===== src/rtl/alu_op_sequencer.sv =====
// Drives registered operands/mode into a combinational ALU, samples c_in after SETTLE_CYCLES,
// and queues {result, mode} in a small FIFO. Define ALU_SEQ_CHECK_EN to build the result checker.
module alu_op_sequencer #(
  parameter int WIDTH         = 8,
  parameter int SETTLE_CYCLES = 2,
  parameter int FIFO_DEPTH    = 4
) (
  input  logic             clk,
  input  logic             rst_n,
  input  logic             cmd_valid,
  output logic             cmd_ready,
  input  logic [WIDTH-1:0] cmd_a,
  input  logic [WIDTH-1:0] cmd_b,
  input  logic [WIDTH-1:0] cmd_mode,
  output logic [WIDTH-1:0] a_out,
  output logic [WIDTH-1:0] b_out,
  output logic [WIDTH-1:0] mode_out,
  input  logic [WIDTH-1:0] c_in,
  output logic             rsp_valid,
  input  logic             rsp_ready,
  output logic [WIDTH-1:0] rsp_data,
  output logic [WIDTH-1:0] rsp_mode,
  output logic             rsp_err,
  output logic             busy,
  output logic             check_fail
);

  localparam int CNT_W = (SETTLE_CYCLES > 1) ? $clog2(SETTLE_CYCLES) : 1;
  localparam int PTR_W = (FIFO_DEPTH > 1) ? $clog2(FIFO_DEPTH) : 1;
  localparam int OCC_W = PTR_W + 1;

  typedef enum logic {IDLE, DRIVE} state_t;

  state_t           state_reg, state_next;
  logic [CNT_W-1:0] settle_reg;
  logic [PTR_W-1:0] wr_ptr, rd_ptr;
  logic [OCC_W-1:0] fifo_count;
  logic             fifo_full, accept, push, pop;

  logic [WIDTH-1:0] data_mem [FIFO_DEPTH];
  logic [WIDTH-1:0] mode_mem [FIFO_DEPTH];

  assign fifo_full = (fifo_count == OCC_W'(FIFO_DEPTH));
  assign accept    = cmd_valid && cmd_ready;
  assign push      = (state_reg == DRIVE) && (settle_reg == '0);
  assign pop       = rsp_valid && rsp_ready;

  always_ff @(posedge clk or negedge rst_n) begin
    if (!rst_n) state_reg <= IDLE;
    else        state_reg <= state_next;
  end

  always_comb begin
    state_next = state_reg;
    case (state_reg)
      IDLE:    if (accept) state_next = DRIVE;
      DRIVE:   if (settle_reg == '0) state_next = IDLE;
      default: state_next = IDLE;
    endcase
  end

  always_comb begin
    cmd_ready = 1'b0;
    busy      = 1'b0;
    case (state_reg)
      IDLE:    cmd_ready = !fifo_full;
      DRIVE:   busy = 1'b1;
      default: ;
    endcase
  end

  // Operands change only on accept so the ALU inputs stay stable between commands.
  always_ff @(posedge clk or negedge rst_n) begin
    if (!rst_n) begin
      settle_reg <= '0;
      a_out      <= '0;
      b_out      <= '0;
      mode_out   <= '0;
    end else if (accept) begin
      settle_reg <= CNT_W'(SETTLE_CYCLES - 1);
      a_out      <= cmd_a;
      b_out      <= cmd_b;
      mode_out   <= cmd_mode;
    end else if (state_reg == DRIVE && settle_reg != '0) begin
      settle_reg <= settle_reg - CNT_W'(1);
    end
  end

  always_ff @(posedge clk or negedge rst_n) begin
    if (!rst_n) begin
      wr_ptr     <= '0;
      rd_ptr     <= '0;
      fifo_count <= '0;
    end else begin
      if (push) wr_ptr <= wr_ptr + PTR_W'(1);
      if (pop)  rd_ptr <= rd_ptr + PTR_W'(1);
      case ({push, pop})
        2'b10:   fifo_count <= fifo_count + OCC_W'(1);
        2'b01:   fifo_count <= fifo_count - OCC_W'(1);
        default: ;
      endcase
    end
  end

  always_ff @(posedge clk) begin
    if (push) begin
      data_mem[wr_ptr] <= c_in;
      mode_mem[wr_ptr] <= mode_out;
    end
  end

  assign rsp_valid = (fifo_count != '0);
  assign rsp_data  = data_mem[rd_ptr];
  assign rsp_mode  = mode_mem[rd_ptr];

`ifdef ALU_SEQ_CHECK_EN
  logic [WIDTH-1:0] expected;
  logic             err;
  logic             err_mem [FIFO_DEPTH];
  logic             check_fail_reg;

  always_comb begin
    expected = '0;
    case (mode_out)
      WIDTH'(0): expected = a_out + b_out;
      WIDTH'(1): expected = a_out - b_out;
      WIDTH'(2): expected = b_out - a_out;
      WIDTH'(3): expected = a_out * b_out;
      WIDTH'(4): expected = a_out >> b_out;
      WIDTH'(5): expected = a_out << b_out;
      WIDTH'(6): expected = b_out >> a_out;
      WIDTH'(7): expected = b_out << a_out;
      default:   expected = WIDTH'(42);
    endcase
  end

  assign err = (c_in != expected);

  always_ff @(posedge clk) begin
    if (push) err_mem[wr_ptr] <= err;
  end

  always_ff @(posedge clk or negedge rst_n) begin
    if (!rst_n)            check_fail_reg <= 1'b0;
    else if (push && err)  check_fail_reg <= 1'b1;
  end

  assign rsp_err    = err_mem[rd_ptr];
  assign check_fail = check_fail_reg;
`else
  assign rsp_err    = 1'b0;
  assign check_fail = 1'b0;
`endif

endmodule


===== config.mk =====
export PLATFORM = sky130hd
export DESIGN_NAME = alu_op_sequencer
export DESIGN_NICKNAME = d
export VERILOG_FILES = /design/src/rtl/alu_op_sequencer.sv
export SDC_FILE = /design/constraint.sdc
export NUM_CORES = 1
export LEC_CHECK = 0
export ABC_AREA = 1
export BUFFER_PORTS_ARGS = -buffer_cell sky130_fd_sc_hd__buf_2
export CORE_UTILIZATION = 58
export CTS_CLUSTER_DIAMETER = 60
export DETAILED_ROUTE_END_ITERATION = 8
export PLACE_DENSITY = 0.94
export RECOVER_POWER = 100
export SYNTH_ARGS = -nofsm -noshare
export SYNTH_HDL_FRONTEND = slang
export SYNTH_SLANG_ARGS = --single-unit

===== constraint.sdc =====
create_clock -name clk -period 2.9 [get_ports clk]
set_clock_uncertainty 0.2 [all_clocks]
set_input_delay 0.435 -clock clk [delete_from_list [all_inputs] [get_ports clk]]
set_output_delay 0.435 -clock clk [all_outputs]
set_load 0.005 [all_outputs]

==> results of run 1 <==
==> stage by stage <==
stage          setup slack (ns)  power, uW  utilization [%]  hold WS [ns]  std cells
3_5_place_dp              0.831       3830             67.6         0.258        485
5_1_grt                   0.166       4830             69.2         0.115        502
6_report                  0.409       4480             69.2         0.127        502
4_1_cts                   0.541       4590             70.3        0.0775        502
2_1_floorplan             0.947       3210                -       -0.0606        345
3_3_place_gp              0.902       3710             67.6         0.250        485
==> metal layers <==
metal	share of wire, %	track usage (%)	routed length [um]	up-vias
met3	7.1	7.08	535	13
met2	49	38.1	3680	114
met5	0	0	0	-
met4	1.9	8.47	146	0
met1	42	29.1	3180	1292
li1	-	-	-	1324
==> cells in the mapped netlist, drive strengths merged <==
cell	count
xor2	1
a21oi	2
dfrtp	33
nand4	25
fa	1
o21ai	51
buf	19
nor2	54
conb	1
nand3	4
ha	5
inv	17
edfxtp	64
clkbuf	2
nand2	64
xnor2	1
==> worst max-delay path, cell delays in order, from the launching register on <==
cell	delay, ns
dfrtp_1	0.43
inv_1	0.56
nand3_1	0.83
nand2_1	0.26
nand2_1	0.08
==> logic make-up after synthesis <==
group | Yosys count | synth area share (%)
AO/OA/AOI/OAI | 53 | 6.71
XOR/XNOR | 2 | 0.443
adder cells (fa/ha/maj) | 6 | 2.09
buffers and inverters | 38 | 4.84
flip-flops | 97 | 69.5
other | 1 | 0.0948
AND/OR/NAND/NOR | 147 | 16.4
==> worst max path at each step <==
| stage | slack, ns | from | to |
|---|---|---|---|
| 5_1_grt | 0.17 | state_reg$_DFF_PN0_ | b_out[6]$_DFFE_PN0P_ |
| 3_3_place_gp | 0.90 | fifo_count[0]$_DFFE_PN0P_ | fifo_count[1]$_DFFE_PN0P_ |
| 4_1_cts | 0.54 | rd_ptr[0]$_DFFE_PN0P_ | rsp_data[7] |
| 2_1_floorplan | 0.95 | wr_ptr[0]$_DFFE_PN0P_ | data_mem[2][0]$_DFFE_PP_ |
| 3_5_place_dp | 0.83 | fifo_count[0]$_DFFE_PN0P_ | fifo_count[1]$_DFFE_PN0P_ |
| 6_report | 0.41 | state_reg$_DFF_PN0_ | mode_out[0]$_DFFE_PN0P_ |
==> power by group <==
| part | internal (uW) | switching, uW | total, uW |
|---|---|---|---|
| logic | 554 | 994 | 1550 |
| registers | 1930 | 242 | 2170 |
| clock network | 310 | 448 | 758 |
==> timing repair <==
item	4_1_cts	5_1_grt
hold endpoints to repair	33	0
hold buffers	1	0
resized for setup	0	0
==> final cells by class <==
cell class,count,area (um2)
sequential,97,2750
fill,510,1990
multi-input combinational,210,1000
timing repair buffer,85,395
clock buffer,9,124
tap,77,96.3
inverter,17,63.8
clock inverter,7,45.0
==> run_summary.xml, run 1 <==
<?xml version="1.0" encoding="UTF-8"?>
<metrics>
  <group name="power">
    <metric name="power_density" unit="mW/mm2">1000</metric>
    <metric name="vdd_drop_max" unit="V">0.000520</metric>
    <metric name="p_leak" unit="uW">0.00189</metric>
  </group>
  <group name="critical_path">
    <metric name="worstSetupPathType" unit="">register to register</metric>
    <metric name="crit_path_start_kind" unit="">register</metric>
    <metric name="startpoint_of_the_lowest_slack_register_to_register_path" unit="">state_reg$_DFF_PN0_</metric>
    <metric name="worstPathMaxFanout" unit="">26</metric>
    <metric name="timing.critical_path.to_type" unit="">register</metric>
    <metric name="required" unit="ns">2.94</metric>
    <metric name="r2r_end" unit="">mode_out[0]$_DFFE_PN0P_</metric>
    <metric name="worst_ep_arrival_time" unit="ns">2.53</metric>
    <metric name="timing.reg2reg.setup_slack" unit="ns">0.41</metric>
    <metric name="worst_r2r_path_depth" unit="">4</metric>
  </group>
  <group name="finish">
    <metric name="number_of_nets_at_the_end_of_the_flow" unit="">462</metric>
    <metric name="syn2layout_area_growth" unit="%">13.1</metric>
    <metric name="reg.largest.list" unit="">data_mem: 32 flops, mode_mem: 32 flops</metric>
    <metric name="mostFrequentLayoutCell" unit="">edfxtp_1</metric>
    <metric name="drive_above_1_share" unit="%">16.2</metric>
    <metric name="postLayoutCellArea" unit="mm2">0.00447</metric>
    <metric name="insertedDiodeCount" unit="">0</metric>
    <metric name="layout_common_cells" unit="">edfxtp_1 (64), nand2_1 (63), nor2_1 (54)</metric>
  </group>
  <group name="routing">
    <metric name="drt-initial-drc-count" unit="">231</metric>
    <metric name="remaining_drc_errors" unit="">0</metric>
    <metric name="avgRoutedWirePerCell" unit="um">15.0</metric>
    <metric name="via_count" unit="">2743</metric>
    <metric name="route.antenna.remaining_nets" unit="">0</metric>
    <metric name="drt_wl_total" unit="um">7540</metric>
    <metric name="drt_first_pass_iters" unit="">6</metric>
    <metric name="detail_route.vias_per_cell" unit="">5.46</metric>
  </group>
  <group name="floorplan">
    <metric name="die_area" unit="mm2">0.00715</metric>
    <metric name="die_h" unit="um">84.6</metric>
    <metric name="die_width" unit="um">84.6</metric>
    <metric name="pin_count" unit="">81</metric>
    <metric name="coreArea" unit="mm2">0.00646</metric>
    <metric name="floorplan.rows" unit="">29</metric>
    <metric name="start_util" unit="%">61.2</metric>
  </group>
  <group name="sta">
    <metric name="timing_worst_slew_pin_value" unit="ns">1.76</metric>
    <metric name="crit_share_post_route" unit="%">85.9</metric>
    <metric name="rsz_0062_raised_after_global_routing" unit="">false</metric>
    <metric name="final_hold_viol_count" unit="">0</metric>
    <metric name="final_max_slew_viol_count" unit="">34</metric>
    <metric name="setup-violations-final" unit="">0</metric>
    <metric name="setup_tns" unit="ns">0</metric>
    <metric name="shortest_clock_period_the_worst_path_allows_after_layout" unit="ns">2.49</metric>
    <metric name="max_freq" unit="MHz">402</metric>
    <metric name="max_slew_margin" unit="%">-17.4</metric>
  </group>
  <group name="cts">
    <metric name="tritoncts_buffer_count" unit="">9</metric>
    <metric name="clock_sinks" unit="">97</metric>
    <metric name="worstSkewPairLatency" unit="ns">0.36</metric>
    <metric name="clock-root-buffer" unit="">clkbuf_8</metric>
    <metric name="cts.repair_timing.setup_buffer_count" unit="">0</metric>
    <metric name="cts_tree" unit="">yes</metric>
    <metric name="cts.reportedPaths.clkPinSlew" unit="ns">0.09</metric>
    <metric name="max-clock-path-buffers" unit="">2</metric>
    <metric name="number_of_levels_in_the_clock_h_tree" unit="">3</metric>
  </group>
  <group name="synthesis">
    <metric name="ys_seq_elements" unit="">97</metric>
    <metric name="synthDistinctLibCells" unit="">23</metric>
    <metric name="seq_area_frac_synth" unit="%">69.5</metric>
    <metric name="synth_warnings" unit="">0</metric>
    <metric name="netlist_area" unit="mm2">0.00396</metric>
    <metric name="postSynthCellCount" unit="">344</metric>
    <metric name="post_synth_main_area_contributors" unit="">edfxtp_1 (49%), dfrtp_1 (21%), nand2_1 (6.0%), o21ai_0 (5.3%), nor2_1 (5.0%)</metric>
    <metric name="synthesis.area_per_instance" unit="um2">11.5</metric>
    <metric name="synth_top_area_cell" unit="">edfxtp_1</metric>
    <metric name="synth_top_area_share" unit="%">48.6</metric>
  </group>
  <group name="global_route">
    <metric name="gr-total-overflow" unit="">0</metric>
    <metric name="grt_first_pass_wirelength" unit="um">12600</metric>
    <metric name="antenna_found_initial" unit="">0</metric>
    <metric name="via_count_of_the_first_global_routing_pass" unit="">2694</metric>
    <metric name="pin_count_of_the_biggest_net_entering_global_routing" unit="">35</metric>
    <metric name="gr-usage-all-layers" unit="%">23.1</metric>
  </group>
  <group name="placement">
    <metric name="placed_area" unit="mm2">0.00436</metric>
    <metric name="hpwl" unit="um">4840</metric>
    <metric name="count_of_port_buffers_added_during_placement" unit="">78</metric>
    <metric name="gp_routability_congestion" unit="">0.777</metric>
  </group>
  <group name="outcome">
    <metric name="failed_checks" unit="">max-capacitance violations, max-slew violations</metric>
    <metric name="run_status" unit="">finished, violations left</metric>
  </group>
  <group name="run">
    <metric name="maxCapViolations" unit="">1</metric>
  </group>
  <group name="min_path">
    <metric name="min_path_type" unit="">input pin to register</metric>
    <metric name="hold-path-endpoint" unit="">mode_out[6]$_DFFE_PN0P_</metric>
    <metric name="worst_hold_startpoint" unit="">cmd_mode[6]</metric>
    <metric name="worst_hold_path.num_cells" unit="">3</metric>
  </group>
</metrics>
(Power assumes the default switching activity.)
==> run 2: changes to the inputs <==
- ABC_AREA: 1 -> unset
==> run 2 against run 1 <==
Compared with the run above: the flow now finishes without violations; sequential power grew 3%; die area shrank 5.5%; utilization grew 2.5 points; total power grew 0.75%; count of clock-buffer cells in the layout grew 3; critical path depth is the same; wire length shrank 17%; largest cell class unchanged.
==> run_summary.xml, run 2 <==
<?xml version="1.0" encoding="UTF-8"?>
<metrics>
  <group name="routing">
    <metric name="drt_wl_total" unit="um">6270</metric>
    <metric name="detail_route.vias_per_cell" unit="">5.38</metric>
    <metric name="drt-initial-drc-count" unit="">85</metric>
    <metric name="avgRoutedWirePerCell" unit="um">17.9</metric>
    <metric name="drt_first_pass_iters" unit="">4</metric>
    <metric name="via_count" unit="">1882</metric>
    <metric name="remaining_drc_errors" unit="">0</metric>
    <metric name="route.antenna.remaining_nets" unit="">0</metric>
  </group>
  <group name="run">
    <metric name="maxCapViolations" unit="">0</metric>
  </group>
  <group name="cts">
    <metric name="max-clock-path-buffers" unit="">2</metric>
    <metric name="tritoncts_buffer_count" unit="">9</metric>
    <metric name="cts_tree" unit="">yes</metric>
    <metric name="clock_sinks" unit="">97</metric>
    <metric name="number_of_levels_in_the_clock_h_tree" unit="">3</metric>
    <metric name="clock-root-buffer" unit="">clkbuf_8</metric>
    <metric name="cts-resized-gates" unit="">0</metric>
    <metric name="worstSkewPairLatency" unit="ns">0.35</metric>
    <metric name="cts.reportedPaths.clkPinSlew" unit="ns">0.08</metric>
  </group>
  <group name="placement">
    <metric name="place_worst_setup_slack" unit="ns">0.815</metric>
    <metric name="count_of_port_buffers_added_during_placement" unit="">78</metric>
    <metric name="placedCellCount" unit="">333</metric>
    <metric name="gp_routability_congestion" unit="">0.708</metric>
    <metric name="hpwl" unit="um">4260</metric>
    <metric name="placed_area" unit="mm2">0.00419</metric>
  </group>
  <group name="synthesis">
    <metric name="synthMostInstantiatedCell" unit="">edfxtp_1</metric>
    <metric name="post_synth_most_frequent_cells" unit="">edfxtp_1 (64), dfrtp_1 (33), mux2_2 (23), mux4_2 (16), inv_1 (7)</metric>
    <metric name="post_synth_main_area_contributors" unit="">edfxtp_1 (52%), dfrtp_1 (22%), mux4_2 (9.7%), mux2_2 (6.9%), ha_1 (1.7%)</metric>
    <metric name="seq_area_frac_synth" unit="%">73.6</metric>
    <metric name="synth_top_area_cell" unit="">edfxtp_1</metric>
    <metric name="synth_warnings" unit="">0</metric>
    <metric name="postSynthCellCount" unit="">182</metric>
    <metric name="postSynth.asyncResetShare" unit="%">34.0</metric>
    <metric name="synth_simple_gate_area_share" unit="%">1.48</metric>
    <metric name="synth-compound-area-share" unit="%">1.21</metric>
    <metric name="synth_top_flop_cell" unit="">edfxtp_1</metric>
    <metric name="synthDistinctLibCells" unit="">25</metric>
    <metric name="yosys.area_share.xor_xnor" unit="%">1.41</metric>
    <metric name="synth_top_area_share" unit="%">51.5</metric>
    <metric name="post_synth_mux_area_share" unit="%">17.5</metric>
    <metric name="synthesis.area_per_instance" unit="um2">20.5</metric>
    <metric name="netlist_area" unit="mm2">0.00373</metric>
    <metric name="synthAdderAreaFrac" unit="%">2.21</metric>
    <metric name="ys_seq_elements" unit="">97</metric>
    <metric name="synth_enable_flop_cells" unit="">64</metric>
    <metric name="main_combinational_cell_family_by_area_after_synthesis" unit="">multiplexers</metric>
  </group>
  <group name="sta">
    <metric name="final_max_slew_viol_count" unit="">0</metric>
    <metric name="max_freq" unit="MHz">406</metric>
    <metric name="max_slew_margin" unit="%">6.74</metric>
    <metric name="final_critical_path_setup_slack" unit="ns">0.434</metric>
    <metric name="shortest_clock_period_the_worst_path_allows_after_layout" unit="ns">2.47</metric>
    <metric name="setup_tns" unit="ns">0</metric>
    <metric name="final_hold_viol_count" unit="">0</metric>
    <metric name="timing_worst_slew_pin_value" unit="ns">1.40</metric>
    <metric name="rsz_0062_raised_after_global_routing" unit="">false</metric>
    <metric name="setup-violations-final" unit="">0</metric>
    <metric name="crit_share_post_route" unit="%">85.0</metric>
  </group>
  <group name="global_route">
    <metric name="gr-usage-all-layers" unit="%">20.4</metric>
    <metric name="grt_first_pass_wirelength" unit="um">9550</metric>
    <metric name="gr-total-overflow" unit="">0</metric>
    <metric name="via_count_of_the_first_global_routing_pass" unit="">2014</metric>
    <metric name="pin_count_of_the_biggest_net_entering_global_routing" unit="">34</metric>
    <metric name="antenna_found_initial" unit="">0</metric>
  </group>
  <group name="power">
    <metric name="vdd_drop_max" unit="V">0.000592</metric>
    <metric name="p_leak" unit="uW">0.00165</metric>
    <metric name="power_density" unit="mW/mm2">1040</metric>
  </group>
  <group name="critical_path">
    <metric name="worstPathMaxFanout" unit="">12</metric>
    <metric name="timing.critical_path.to_type" unit="">register</metric>
    <metric name="required" unit="ns">2.68</metric>
    <metric name="worstSetupPathType" unit="">register to register</metric>
    <metric name="worst_ep_arrival_time" unit="ns">2.24</metric>
    <metric name="crit_path_start_kind" unit="">register</metric>
  </group>
  <group name="outcome">
    <metric name="run_status" unit="">finished clean</metric>
  </group>
  <group name="floorplan">
    <metric name="die_h" unit="um">82.2</metric>
    <metric name="start_util" unit="%">61.6</metric>
    <metric name="coreArea" unit="mm2">0.00606</metric>
    <metric name="floorplan.rows" unit="">28</metric>
    <metric name="die_width" unit="um">82.2</metric>
    <metric name="pin_count" unit="">81</metric>
    <metric name="die_area" unit="mm2">0.00676</metric>
  </group>
  <group name="finish">
    <metric name="drive_above_1_share" unit="%">34.9</metric>
    <metric name="mostFrequentLayoutCell" unit="">edfxtp_1</metric>
    <metric name="number_of_nets_at_the_end_of_the_flow" unit="">312</metric>
    <metric name="fill_cell_instance_count_of_the_final_layout" unit="">405</metric>
    <metric name="insertedDiodeCount" unit="">0</metric>
    <metric name="reg.largest.list" unit="">data_mem: 32 flops, mode_mem: 32 flops</metric>
    <metric name="syn2layout_area_growth" unit="%">16.6</metric>
    <metric name="final-instance-count-excl-fill" unit="">350</metric>
    <metric name="layout_common_cells" unit="">edfxtp_1 (64), clkbuf_1 (42), buf_2 (41)</metric>
    <metric name="postLayoutCellArea" unit="mm2">0.00435</metric>
  </group>
  <group name="min_path">
    <metric name="min_path_type" unit="">input pin to register</metric>
  </group>
</metrics>
[run 2: changes by cell type after synthesis, sizes merged, moves of 4 or more]
cell / delta
nand2: -63
nor2: -51
o21ai: -51
mux2: +25
nand4: -25
mux4: +16
buf: -11
inv: -10
and2: +4
nand3: -4
[run 2: where the power goes]
group,internal [uW],switching (uW)
Combinational,712,602
Clock,513,443
Sequential,1960,286
[run 2: layout make-up]
cell class | count | area [um2] | area share [%]
repair buffers | 84 | 377 | 8.66
clock inverters | 4 | 75.1 | 1.73
multi-input cells | 71 | 885 | 20.3
well taps | 75 | 93.8 | 2.16
clock buffers | 12 | 145 | 3.34
inverters | 7 | 26.3 | 0.604
flip-flops and latches | 97 | 2750 | 63.2
[run 2: worst paths after layout]
| check | from | end | slack, ns | cells after the start |
|---|---|---|---|---|
| max reg2reg | state_reg$_DFF_PN0_ | data_mem[1][5]$_DFFE_PP_ | 0.43 | 4 |
| min | cmd_a[5] | a_out[5]$_DFFE_PN0P_ | 0.1 | 2 |
| max in group asynchronous | rst_n | mode_out[0]$_DFFE_PN0P_ | 1.53 | 2 |
| min reg2reg | a_out[5]$_DFFE_PN0P_ | a_out[5]$_DFFE_PN0P_ | 0.29 | 1 |
| max | state_reg$_DFF_PN0_ | data_mem[1][5]$_DFFE_PP_ | 0.43 | 4 |
| min in group asynchronous | rst_n | rd_ptr[1]$_DFFE_PN0P_ | 0.50 | 2 |
[run 2: per-layer routing]
metal | up-vias | global-route usage, % | wire (um)
met5 | - | 0 | 0
met2 | 82 | 33.1 | 3120
met4 | 0 | 10.0 | 110
met3 | 11 | 5.05 | 402
li1 | 862 | - | -
met1 | 927 | 25.9 | 2640
[run 2: repair_timing]
item                      4_1_cts  5_1_grt
setup buffers                   0        0
hold endpoints to repair       33        0
hold buffers                    1        0
[run 2: critical path, stage by stage (launching register included)]
cell	delay, ns
dfrtp_1	0.40
inv_1	0.07
nor2_1	0.36
and2_0	0.43
clkbuf_1	0.63
[run 2: logic make-up (layout without fill, tap and decap cells)]
logic type | Yosys count | after routing
fa+ha+maj | 6 | 6
compound gates | 5 | 5
flops | 97 | 97
xor+xnor | 6 | 6
other cells | 1 | 2
buf+inv | 15 | 107
mux | 42 | 42
simple gates | 10 | 10
[run 2: metrics by stage]
step	total power [uW]	utilization, %	hold WS [ns]
5_1_grt	4780	71.8	0.0918
3_5_place_dp	3680	69.1	0.271
2_1_floorplan	3130	-	-0.0606
4_1_cts	4630	72.9	0.0843
6_report	4510	71.8	0.0979
3_3_place_gp	3610	69.1	0.266
==> run 3: changes to the inputs <==
- CELL_PAD_IN_SITES_DETAIL_PLACEMENT: unset -> 0
- CELL_PAD_IN_SITES_GLOBAL_PLACEMENT: unset -> 1
- CORE_UTILIZATION: 58 -> 45
- PLACE_DENSITY: 0.94 -> 0.88
- clock period: 2.9 -> 2.4 ns (I/O delays scaled with it)
==> run 3 against run 2 <==
Compared with the run above: design area rose by 1.7%; largest cell class unchanged; sequential share of layout area decreased by 1.1 points; via count increased by 0.90%; global-route usage shrank 5.3 points; critical endpoint is now rsp_mode[7]; sequential power grew 18%; count of clock-buffer cells in the layout decreased by 3; wire length shrank 6.3%; critical path type is now register to output port.
==> run_summary.xml, run 3 (synthesized netlist as in run 2, its figures left out) <==
<?xml version="1.0" encoding="UTF-8"?>
<metrics>
  <group name="finish">
    <metric name="insertedDiodeCount" unit="">0</metric>
    <metric name="drive_above_1_share" unit="%">42.5</metric>
    <metric name="final-instance-count-excl-fill" unit="">382</metric>
    <metric name="layout_common_cells" unit="">edfxtp_1 (64), buf_2 (57), dfrtp_1 (33)</metric>
    <metric name="reg.largest.list" unit="">data_mem: 32 flops, mode_mem: 32 flops</metric>
    <metric name="number_of_nets_at_the_end_of_the_flow" unit="">317</metric>
    <metric name="mostFrequentLayoutCell" unit="">edfxtp_1</metric>
    <metric name="syn2layout_area_growth" unit="%">18.5</metric>
  </group>
  <group name="routing">
    <metric name="route.antenna.remaining_nets" unit="">0</metric>
    <metric name="via_count" unit="">1899</metric>
    <metric name="avgRoutedWirePerCell" unit="um">15.4</metric>
    <metric name="drt-initial-drc-count" unit="">73</metric>
    <metric name="remaining_drc_errors" unit="">0</metric>
    <metric name="drt_first_pass_iters" unit="">4</metric>
    <metric name="drt_wl_total" unit="um">5880</metric>
    <metric name="detail_route.vias_per_cell" unit="">4.97</metric>
  </group>
  <group name="placement">
    <metric name="place_worst_setup_slack" unit="ns">0.352</metric>
    <metric name="placedCellCount" unit="">364</metric>
    <metric name="gp_routability_congestion" unit="">0.746</metric>
    <metric name="hpwl" unit="um">4050</metric>
    <metric name="count_of_port_buffers_added_during_placement" unit="">78</metric>
  </group>
  <group name="sta">
    <metric name="setup_tns" unit="ns">0</metric>
    <metric name="final_critical_path_setup_slack" unit="ns">0.167</metric>
    <metric name="final_max_slew_viol_count" unit="">0</metric>
    <metric name="final_hold_viol_count" unit="">0</metric>
    <metric name="max_freq" unit="MHz">448</metric>
    <metric name="timing_worst_slew_pin_value" unit="ns">0.812</metric>
    <metric name="crit_share_post_route" unit="%">93.0</metric>
    <metric name="rsz_0062_raised_after_global_routing" unit="">false</metric>
    <metric name="setup-violations-final" unit="">0</metric>
    <metric name="shortest_clock_period_the_worst_path_allows_after_layout" unit="ns">2.23</metric>
    <metric name="fin_hold_ws" unit="ns">0.0240</metric>
    <metric name="max_slew_margin" unit="%">45.9</metric>
  </group>
  <group name="global_route">
    <metric name="antenna_found_initial" unit="">0</metric>
    <metric name="via_count_of_the_first_global_routing_pass" unit="">1925</metric>
    <metric name="pin_count_of_the_biggest_net_entering_global_routing" unit="">34</metric>
    <metric name="gr-usage-all-layers" unit="%">15.1</metric>
    <metric name="grt_first_pass_wirelength" unit="um">9470</metric>
    <metric name="gr-total-overflow" unit="">0</metric>
  </group>
  <group name="cts">
    <metric name="tritoncts_buffer_count" unit="">9</metric>
    <metric name="max-clock-path-buffers" unit="">2</metric>
    <metric name="clock-root-buffer" unit="">clkbuf_8</metric>
    <metric name="number_of_levels_in_the_clock_h_tree" unit="">3</metric>
    <metric name="cts_tree" unit="">yes</metric>
    <metric name="cts.reportedPaths.clkPinSlew" unit="ns">0.09</metric>
    <metric name="worstSkewPairLatency" unit="ns">0.35</metric>
    <metric name="clock_sinks" unit="">97</metric>
  </group>
  <group name="floorplan">
    <metric name="floorplan.rows" unit="">32</metric>
    <metric name="die_width" unit="um">93.1</metric>
    <metric name="pin_count" unit="">81</metric>
    <metric name="coreArea" unit="mm2">0.00789</metric>
    <metric name="die_h" unit="um">93.1</metric>
    <metric name="die_area" unit="mm2">0.00866</metric>
    <metric name="start_util" unit="%">47.3</metric>
  </group>
  <group name="critical_path">
    <metric name="worst_ep_arrival_time" unit="ns">1.67</metric>
    <metric name="worstPathMaxFanout" unit="">16</metric>
    <metric name="timing.reg2reg.setup_slack" unit="ns">0.34</metric>
    <metric name="startpoint_of_the_lowest_slack_register_to_register_path" unit="">fifo_count[2]$_DFFE_PN0P_</metric>
    <metric name="timing.critical_path.to_type" unit="">output port</metric>
    <metric name="worstSetupPathType" unit="">register to output port</metric>
    <metric name="worstSetupEndpoint" unit="">rsp_mode[7]</metric>
    <metric name="r2r_end" unit="">fifo_count[2]$_DFFE_PN0P_</metric>
    <metric name="crit_start" unit="">rd_ptr[0]$_DFFE_PN0P_</metric>
    <metric name="path_cells" unit="">buf_12, mux4_2, buf_2</metric>
    <metric name="worst_r2r_path_depth" unit="">7</metric>
    <metric name="cp_slowest_cell" unit="">mux4_2</metric>
    <metric name="crit_path_start_kind" unit="">register</metric>
    <metric name="required" unit="ns">1.84</metric>
    <metric name="timing.critical_path.slowest_cell_delay" unit="ns">0.53</metric>
  </group>
  <group name="min_path">
    <metric name="min_path_type" unit="">input pin to register</metric>
  </group>
  <group name="outcome">
    <metric name="run_status" unit="">finished clean</metric>
  </group>
  <group name="run">
    <metric name="maxCapViolations" unit="">0</metric>
  </group>
  <group name="power">
    <metric name="p_leak" unit="uW">0.00171</metric>
    <metric name="design_power_total" unit="uW">5350</metric>
    <metric name="power_density" unit="mW/mm2">1210</metric>
    <metric name="vdd_drop_max" unit="V">0.000616</metric>
  </group>
</metrics>
-- run 3: cell count changes in the layout (fill, tap and decap cells not counted), sizes merged --
cell / delta
dlygate4sd3: +1
bufinv: -2
inv: +2
clkinvlp: +1
buf: +16
clkbuf: -15
clkinv: +2
-- run 3: routing by layer --
metal / GRT usage, % / wire (um)
met5: 0 / 0
met4: 7.69 / 117
met3: 3.25 / 274
met2: 24.4 / 2940
met1: 19.3 / 2540
-- run 3: power by group --
| part | total, uW | switching (uW) | leakage [uW] | internal, uW |
|---|---|---|---|---|
| Combinational | 1720 | 780 | 0.000647 | 943 |
| Clock | 970 | 574 | 0.0000936 | 396 |
| Sequential | 2650 | 289 | 0.000968 | 2360 |
| Total | 5350 | 1640 | 0.00171 | 3700 |
-- run 3: how the worst min path moves through the flow --
stage | from | end | slack, ns | cells after the start
2_1_floorplan | rst_n | a_out[0]$_DFFE_PN0P_ | -0.14 | 0
3_3_place_gp | rst_n | fifo_count[0]$_DFFE_PN0P_ | 0.26 | 1
3_5_place_dp | rst_n | fifo_count[1]$_DFFE_PN0P_ | 0.27 | 1
4_1_cts | c_in[6] | data_mem[0][6]$_DFFE_PP_ | 0.0007 | 1
5_1_grt | cmd_a[5] | a_out[5]$_DFFE_PN0P_ | 0.004 | 2
6_report | cmd_a[5] | a_out[5]$_DFFE_PN0P_ | 0.02 | 2
-- run 3: worst max-delay path: cells and delay by family (launching register included) --
| family | cells | cell delay [ns] |
|---|---|---|
| mux | 1 | 0.53 |
| flops | 1 | 0.44 |
| buf+inv | 2 | 0.35 |
-- run 3: timing repair --
action | in CTS | in global routing
hold buffers | 2 | 0
endpoints found under the setup margin | 0 | 0
hold endpoints to repair | 37 | 0
setup buffers | 0 | 0
resized for setup | 0 | 0
-- run 3: final cells by class --
cell class | count | area, um2
clock inverters | 7 | 61.3
multi-input cells | 71 | 892
clock buffers | 9 | 124
inverters | 7 | 26.3
fillers | 646 | 3460
repair buffers | 89 | 444
flip-flops and latches | 97 | 2750
well taps | 102 | 128
-- run 3: through the flow --
stage	cell area, um2	utilization [%]
3_3_place_gp	4270	54.1
5_1_grt	4420	56.1
6_report	4420	56.1
4_1_cts	4470	56.7
2_1_floorplan	3730	-
3_5_place_dp	4270	54.1
